===== src/rtl/psram_apb_wb_bridge.sv =====
// APB3/APB4 slave to Wishbone classic master bridge in front of the PSRAM controller.
// Optional posted writes are enabled by defining PSRAM_BRIDGE_POSTED_WRITE_EN.
module psram_apb_wb_bridge #(
  parameter int ADDR_WIDTH = 24
) (
  input  logic        clk_i,
  input  logic        rst_i,
  input  logic        psel,
  input  logic        penable,
  input  logic        pwrite,
  input  logic [31:0] paddr,
  input  logic [31:0] pwdata,
  input  logic [3:0]  pstrb,
  output logic [31:0] prdata,
  output logic        pready,
  output logic        pslverr,
  output logic [31:0] adr_o,
  output logic [31:0] dat_o,
  input  logic [31:0] dat_i,
  output logic [3:0]  sel_o,
  output logic        cyc_o,
  output logic        stb_o,
  output logic        we_o,
  input  logic        ack_i
);

`ifdef PSRAM_BRIDGE_POSTED_WRITE_EN
  localparam logic POSTED = 1'b1;
`else
  localparam logic POSTED = 1'b0;
`endif

  typedef enum logic [1:0] {IDLE = 2'd0, WB_BUSY = 2'd1, RESP = 2'd2} state_e;

  function automatic logic strb_legal(input logic [3:0] s);
    case (s)
      4'b0001, 4'b0010, 4'b0100, 4'b1000, 4'b0011, 4'b1100, 4'b1111: strb_legal = 1'b1;
      default: strb_legal = 1'b0;
    endcase
  endfunction

  state_e                state_q, state_d;
  logic [ADDR_WIDTH-1:0] adr_q, adr_d, qadr_q, qadr_d;
  logic [31:0]           dat_q, dat_d, qdat_q, qdat_d, prdata_q, prdata_d;
  logic [3:0]            sel_q, sel_d, qstrb_q, qstrb_d;
  logic                  we_q, we_d, cyc_q, cyc_d, pready_q, pready_d, pslverr_q, pslverr_d;
  logic                  pend_q, pend_d, qv_q, qv_d, qwr_q, qwr_d;

  // A queued transfer (posted mode only) takes precedence over the live APB bus in IDLE.
  logic                  setup_s, start_s, src_wr_s, launch_s, ack_s;
  logic [ADDR_WIDTH-1:0] src_adr_s;
  logic [31:0]           src_dat_s;
  logic [3:0]            src_strb_s;
  logic                  unused_paddr_s;

  assign setup_s        = psel & ~penable;
  assign start_s        = qv_q | setup_s;
  assign src_wr_s       = qv_q ? qwr_q : pwrite;
  assign src_adr_s      = qv_q ? qadr_q : paddr[ADDR_WIDTH-1:0];
  assign src_dat_s      = qv_q ? qdat_q : pwdata;
  assign src_strb_s     = qv_q ? qstrb_q : pstrb;
  assign launch_s       = ~src_wr_s | strb_legal(src_strb_s);
  assign ack_s          = ack_i & cyc_q;
  assign unused_paddr_s = &{1'b0, paddr[31:ADDR_WIDTH]};

  always_ff @(posedge clk_i) begin
    if (rst_i) begin
      state_q <= IDLE;
    end else begin
      state_q <= state_d;
    end
  end

  always_comb begin
    state_d = state_q;
    case (state_q)
      IDLE: begin
        if (start_s) begin
          state_d = launch_s ? WB_BUSY : RESP;
        end else begin
          state_d = IDLE;
        end
      end
      WB_BUSY: begin
        if (ack_s) begin
          state_d = pend_q ? IDLE : RESP;
        end else begin
          state_d = WB_BUSY;
        end
      end
      RESP:    state_d = IDLE;
      default: state_d = IDLE;
    endcase
  end

  always_comb begin
    adr_d     = adr_q;
    dat_d     = dat_q;
    sel_d     = sel_q;
    we_d      = we_q;
    cyc_d     = cyc_q;
    prdata_d  = prdata_q;
    pready_d  = 1'b0;
    pslverr_d = 1'b0;
    pend_d    = pend_q;
    qv_d      = qv_q;
    qadr_d    = qadr_q;
    qdat_d    = qdat_q;
    qstrb_d   = qstrb_q;
    qwr_d     = qwr_q;
    case (state_q)
      IDLE: begin
        if (start_s) begin
          adr_d = src_adr_s;
          dat_d = src_dat_s;
          qv_d  = 1'b0;
          if (launch_s) begin
            cyc_d    = 1'b1;
            we_d     = src_wr_s;
            sel_d    = src_wr_s ? src_strb_s : 4'b1111;
            pend_d   = POSTED & src_wr_s;
            pready_d = POSTED & src_wr_s;
          end else begin
            pready_d  = 1'b1;
            pslverr_d = (src_strb_s != 4'b0000);
          end
        end else begin
          qv_d = 1'b0;
        end
      end
      WB_BUSY: begin
        // While a posted write drains, hold the next setup phase until its ack.
        if (pend_q && !qv_q && setup_s) begin
          qv_d    = 1'b1;
          qadr_d  = paddr[ADDR_WIDTH-1:0];
          qdat_d  = pwdata;
          qstrb_d = pstrb;
          qwr_d   = pwrite;
        end else begin
          qv_d = qv_q;
        end
        if (ack_s) begin
          cyc_d    = 1'b0;
          we_d     = 1'b0;
          prdata_d = we_q ? prdata_q : dat_i;
          pready_d = ~pend_q;
          pend_d   = 1'b0;
        end else begin
          cyc_d = cyc_q;
        end
      end
      RESP:    pready_d = 1'b0;
      default: pready_d = 1'b0;
    endcase
  end

  always_ff @(posedge clk_i) begin
    if (rst_i) begin
      adr_q     <= '0;
      dat_q     <= 32'h0000_0000;
      sel_q     <= 4'b0000;
      we_q      <= 1'b0;
      cyc_q     <= 1'b0;
      prdata_q  <= 32'h0000_0000;
      pready_q  <= 1'b0;
      pslverr_q <= 1'b0;
      pend_q    <= 1'b0;
      qv_q      <= 1'b0;
      qadr_q    <= '0;
      qdat_q    <= 32'h0000_0000;
      qstrb_q   <= 4'b0000;
      qwr_q     <= 1'b0;
    end else begin
      adr_q     <= adr_d;
      dat_q     <= dat_d;
      sel_q     <= sel_d;
      we_q      <= we_d;
      cyc_q     <= cyc_d;
      prdata_q  <= prdata_d;
      pready_q  <= pready_d;
      pslverr_q <= pslverr_d;
      pend_q    <= pend_d;
      qv_q      <= qv_d;
      qadr_q    <= qadr_d;
      qdat_q    <= qdat_d;
      qstrb_q   <= qstrb_d;
      qwr_q     <= qwr_d;
    end
  end

  assign adr_o   = {{(32 - ADDR_WIDTH){1'b0}}, adr_q};
  assign dat_o   = dat_q;
  assign sel_o   = sel_q;
  assign we_o    = we_q;
  assign cyc_o   = cyc_q;
  assign stb_o   = cyc_q;
  assign prdata  = prdata_q;
  assign pready  = pready_q;
  assign pslverr = pslverr_q;

endmodule


===== config.mk =====
export PLATFORM = sky130hd
export DESIGN_NAME = psram_apb_wb_bridge
export DESIGN_NICKNAME = d
export VERILOG_FILES = /design/src/rtl/psram_apb_wb_bridge.sv
export SDC_FILE = /design/constraint.sdc
export NUM_CORES = 1
export LEC_CHECK = 0
export CAP_MARGIN = 20
export CORE_MARGIN = 4
export CORE_UTILIZATION = 35
export CTS_CLUSTER_SIZE = 12
export DETAILED_ROUTE_END_ITERATION = 8
export HOLD_SLACK_MARGIN = 0.12
export PLACE_DENSITY = 0.73
export SLEW_MARGIN = 20
export SYNTH_ARGS = -nofsm -noshare
export SYNTH_HDL_FRONTEND = slang
export SYNTH_SLANG_ARGS = --single-unit

===== constraint.sdc =====
create_clock -name clk_i -period 4.2 [get_ports clk_i]
set_clock_uncertainty 0.05 [all_clocks]
set_input_delay 0.84 -clock clk_i [delete_from_list [all_inputs] [get_ports clk_i]]
set_output_delay 0.84 -clock clk_i [all_outputs]
set_load 0.1 [all_outputs]

Word level (Yosys, flattened, before mapping)
Cells that the tools add are included.
{"block": "op_classes", "eq_ne": 12, "muxes": 27, "n_bitwise": 10, "n_reduce_logical": 14}
{"operator": "32-bit two-way mux", "count": 1}
{"operator": "24-bit two-way mux", "count": 1}
{"operator": "1-bit two-way mux", "count": 13}
{"operator": "4-bit == test, second input constant", "count": 3}
{"operator": "1-bit case mux with 2 select lines", "count": 5}
{"operator": "4-bit by 2-bit == test with 1-bit output, second input constant", "count": 2}
{"operator": "2-bit two-way mux", "count": 4}
{"operator": "4-bit two-way mux", "count": 2}
{"operator": "2-bit != test, second input constant", "count": 4}
{"operator": "7-bit OR reduction", "count": 1}
{"operator": "1-bit NOT", "count": 6}
{"operator": "2-bit AND reduction", "count": 3}
{"operator": "3-bit AND reduction", "count": 2}
{"operator": "4-bit by 1-bit == test with 1-bit output, second input constant", "count": 1}
{"operator": "4-bit by 3-bit == test with 1-bit output, second input constant", "count": 1}
{"operator": "2-bit case mux with 2 select lines", "count": 1}
{"operator": "4-bit AND reduction", "count": 1}
{"operator": "4-bit nonzero test", "count": 1}
{"operator": "4-bit OR reduction", "count": 1}
{"operator": "1-bit bitwise AND", "count": 2}
{"operator": "2-bit by 1-bit == test with 1-bit output, second input constant", "count": 1}
{"operator": "1-bit logical AND", "count": 2}
{"operator": "2-bit logical NOT", "count": 1}
{"operator": "1-bit bitwise OR", "count": 2}
{"operator": "2 further kinds", "count": 2}
{"block": "totals", "regBits": 161, "inputBits": 106, "out_inout_bits": 105, "word_cells": 78}

Logic depth before layout (Yosys ltp)
{"block": "logic_depth", "word_depth": 8, "depth_mapped": 6, "mapped_depth_nobuf": 4}

Worst setup path after synthesis
Ideal clock, no wire load.
{"block": "synth_timing", "kind": "register to output", "from": "register cyc_q, in the netlist cyc_o", "to": "output stb_o", "arrival_time_ps": 1407, "setup_slack_ps": 1903, "path_stages_with_launch": 2, "path_buffers": 1, "path_cell_list": "dfxtp_1 > buf_4"}
{"element": "from (decl)", "line_no": "46", "text": "logic we_q, we_d, cyc_q, cyc_d, pready_q, pready_d, pslverr_q, pslverr_d;"}
{"element": "from (signal assigned)", "line_no": "178", "text": "cyc_q <= cyc_d;"}
{"element": "to (decl)", "line_no": "22", "text": "output logic stb_o,"}
No word-level cell between the ends.

Worst setup path after layout
{"block": "layout_timing", "from": "register cyc_q, in the netlist cyc_o", "to": "output stb_o"}
No word-level cell between the ends.

==> flow_metrics.py <==
metrics = {
    "status": {
        "status": "complete, no violations",
    },
    "pwr": {
        "vdd_ir_drop_max_mv": 0.1902,
        "leakage_nw": 1.998,
        "p_per_area_nw_per_um2": 357.8,
    },
    "clock_tree": {
        "cts_tree": "yes",
        "postCtsSetupRepairBufs": 0,
        "clock-sinks": 98,
        "cts-root-buf": "clkbuf_8",
        "clock_latency_ps": 350,
        "numCtsBuffers": 9,
        "ctsResizeCount": 0,
        "clkTransAtPathRegs_ps": 90,
        "hold_buffers": 0,
        "cts_buffer_depth": 2,
        "cts_max_level": 3,
    },
    "placement": {
        "place_ws_ps": 1221,
        "dp.cells": 751,
        "routabilityCongestion": 0.8557,
        "port_buffers": 194,
        "dp_hpwl_um": 8358,
    },
    "worst_setup_path": {
        "reg2reg_depth": 5,
        "path_cells": "clkdlybuf4s50_1",
        "cp_max_fo": 5,
        "worst-path-buf-inv": 1,
        "path_depth": 1,
        "critPathKind": "flip-flop to primary output",
        "endpoint_kind": "primary output",
        "slowest_delay_ps": 1180,
        "cp_top_family": "buffers and inverters",
        "cp_slowest_cell": "clkdlybuf4s50_1",
        "cp.required_ps": 3310,
        "crit_arrival_ps": 2000,
        "worstSetupStartpointType": "flip-flop",
    },
    "final_layout": {
        "final_common_cell": "clkdlybuf4s50_1",
        "final_cell_mix": "clkdlybuf4s50_1, nand2_1, dfxtp_1",
        "fin_cells": 766,
        "final_nets": 732,
        "drive_gt1_frac": 0.05397,
        "syn2layout_area_growth_pct": 56.31,
        "final_util": 0.5716,
        "num_antenna_cells": 0,
    },
    "die": {
        "die_h_um": 112.6,
        "fp.coreArea_um2": 10460,
        "die_x_um": 112.6,
        "io-pin-count": 211,
        "rows": 37,
        "die_area_um2": 12670,
        "initial_utilization": 0.3657,
    },
    "sta": {
        "rsz0062_at_grt": "false",
        "setup_viol": 0,
        "max_clock_freq_mhz": 346.5,
        "slew_viol_final": 0,
        "fin_tns_setup_ps": 0,
        "worstMarginPinSlew_ps": 1046,
        "finalHoldViolCount": 0,
        "timing.final.ws_setup_ps": 1314,
        "period_share": 0.6872,
        "fin_crit_ps": 2886,
        "slew_headroom": 0.3024,
    },
    "global_route": {
        "grt_pass1_wl_um": 18400,
        "top_usage_layer": "met2",
        "gr-usage-met1": 0.2180,
        "antenna_found_initial": 0,
        "grt_overflow": 0,
        "use_met3": 0.06523,
        "grt_start_max_net_pins": 99,
        "met2_usage": 0.2903,
        "grt_usage": 0.1761,
        "grt_pass1_vias": 3652,
    },
    "synth": {
        "netlist-cell-type-count": 34,
        "synthesis.area_um2": 3826,
        "avgSynthCellArea_um2": 8.446,
        "ys_ff_latch": 98,
        "yosysWarnings": 0,
        "netlist_instances": 453,
        "ys_seq_area_frac": 0.5128,
    },
    "drt": {
        "first_pass_iters": 4,
        "routed_via_density": 4.902,
        "antenna_left": 0,
        "drt_iter0_drc": 243,
        "drc_errors": 0,
        "wl_um": 11660,
        "wl_per_cell_um": 15.22,
        "vias": 3755,
    },
    "worst_hold_path": {
        "hold_class": "flip-flop to flip-flop",
        "hold_depth": 2,
    },
    "job": {
        "drv_cap": 0,
    },
}
## state kept, by name, summed over array words and instances (netlist names)
name     cells
qv_q         1
we_o         1
state_q      1
dat_o       32
sel_o        4
cyc_o        1
pslverr      1
pready       1
adr_q       24
prdata      32
## power breakdown
| group | internal [mW] | switching, mW |
|---|---|---|
| clock network | 0.280 | 0.327 |
| registers | 0.963 | 0.0187 |
| logic | 0.167 | 0.384 |
## stage by stage
stage | total power [mW] | instance area, um^2 | hold slack, ps
2_1_floorplan | 1.377 | 3852 | 407.9
3_3_place_gp | 1.547 | 5783 | 386.9
3_5_place_dp | 1.555 | 5783 | 392.9
4_1_cts | 2.166 | 5981 | 406.4
5_1_grt | 2.229 | 5981 | 426.8
6_report | 2.140 | 5981 | 404.7
## cells in the mapped netlist
library cell,number,share of area
a211oi_1,6,0.012
inv_1,4,0.0039
clkbuf_1,19,0.019
a2111oi_0,3,0.0069
a21oi_4,1,0.0043
o21a_1,1,0.0020
o31ai_1,1,0.0020
a21o_2,1,0.0023
nor2b_1,1,0.0016
o21ai_4,1,0.0043
nand3_2,1,0.0026
nand2_1,125,0.12
nand4b_1,1,0.0023
buf_2,15,0.020
buf_6,1,0.0029
buf_4,10,0.020
o21ai_2,1,0.0023
a2111oi_2,1,0.0039
conb_1,1,0.00098
o22ai_1,1,0.0016
nor4_1,1,0.0016
or3_4,1,0.0029
and3_1,1,0.0016
a21o_1,1,0.0020
nor2_1,4,0.0039
or2b_2,1,0.0023
dfxtp_1,98,0.51
o21ai_0,2,0.0026
and3_2,1,0.0020
a21oi_1,89,0.12
nor3b_1,1,0.0020
nand3b_1,56,0.11
or2_2,1,0.0016
a221oi_1,1,0.0023
## final timing paths
kind / start / slack [ps] / endpoint
setup / recovery: cyc_o / 1310 / stb_o
setup reg to reg: qv_q / 1780 / sel_o[1]
hold reg to reg: dat_o[1] / 400 / dat_o[1]
hold / removal: dat_o[1] / 400 / dat_o[1]
## kinds of logic after synthesis
kind of cell,share of synthesized area
AND/OR/NAND/NOR,0.2570
AO/OA/AOI/OAI,0.1645
flip-flops,0.5128
buffers and inverters,0.06475
other,0.0009801
## cell type report
type / instances / area [um^2]
Clock inverter: 6 / 73.82
Clock buffer: 9 / 123.9
Fill cell: 989 / 4482
Sequential cell: 98 / 1962
Tap cell: 136 / 170.2
Inverter: 4 / 15.01
Multi-Input combinational cell: 313 / 1654
Timing Repair Buffer: 200 / 1982
## layer usage
| layer | vias to the layer above | share of wire |
|---|---|---|
| met4 | 0 | 0.016 |
| met5 | - | 0 |
| met2 | 152 | 0.47 |
| met3 | 15 | 0.087 |
| li1 | 1853 | - |
| met1 | 1735 | 0.43 |
Note: power is estimated with default switching activity, not from simulation.
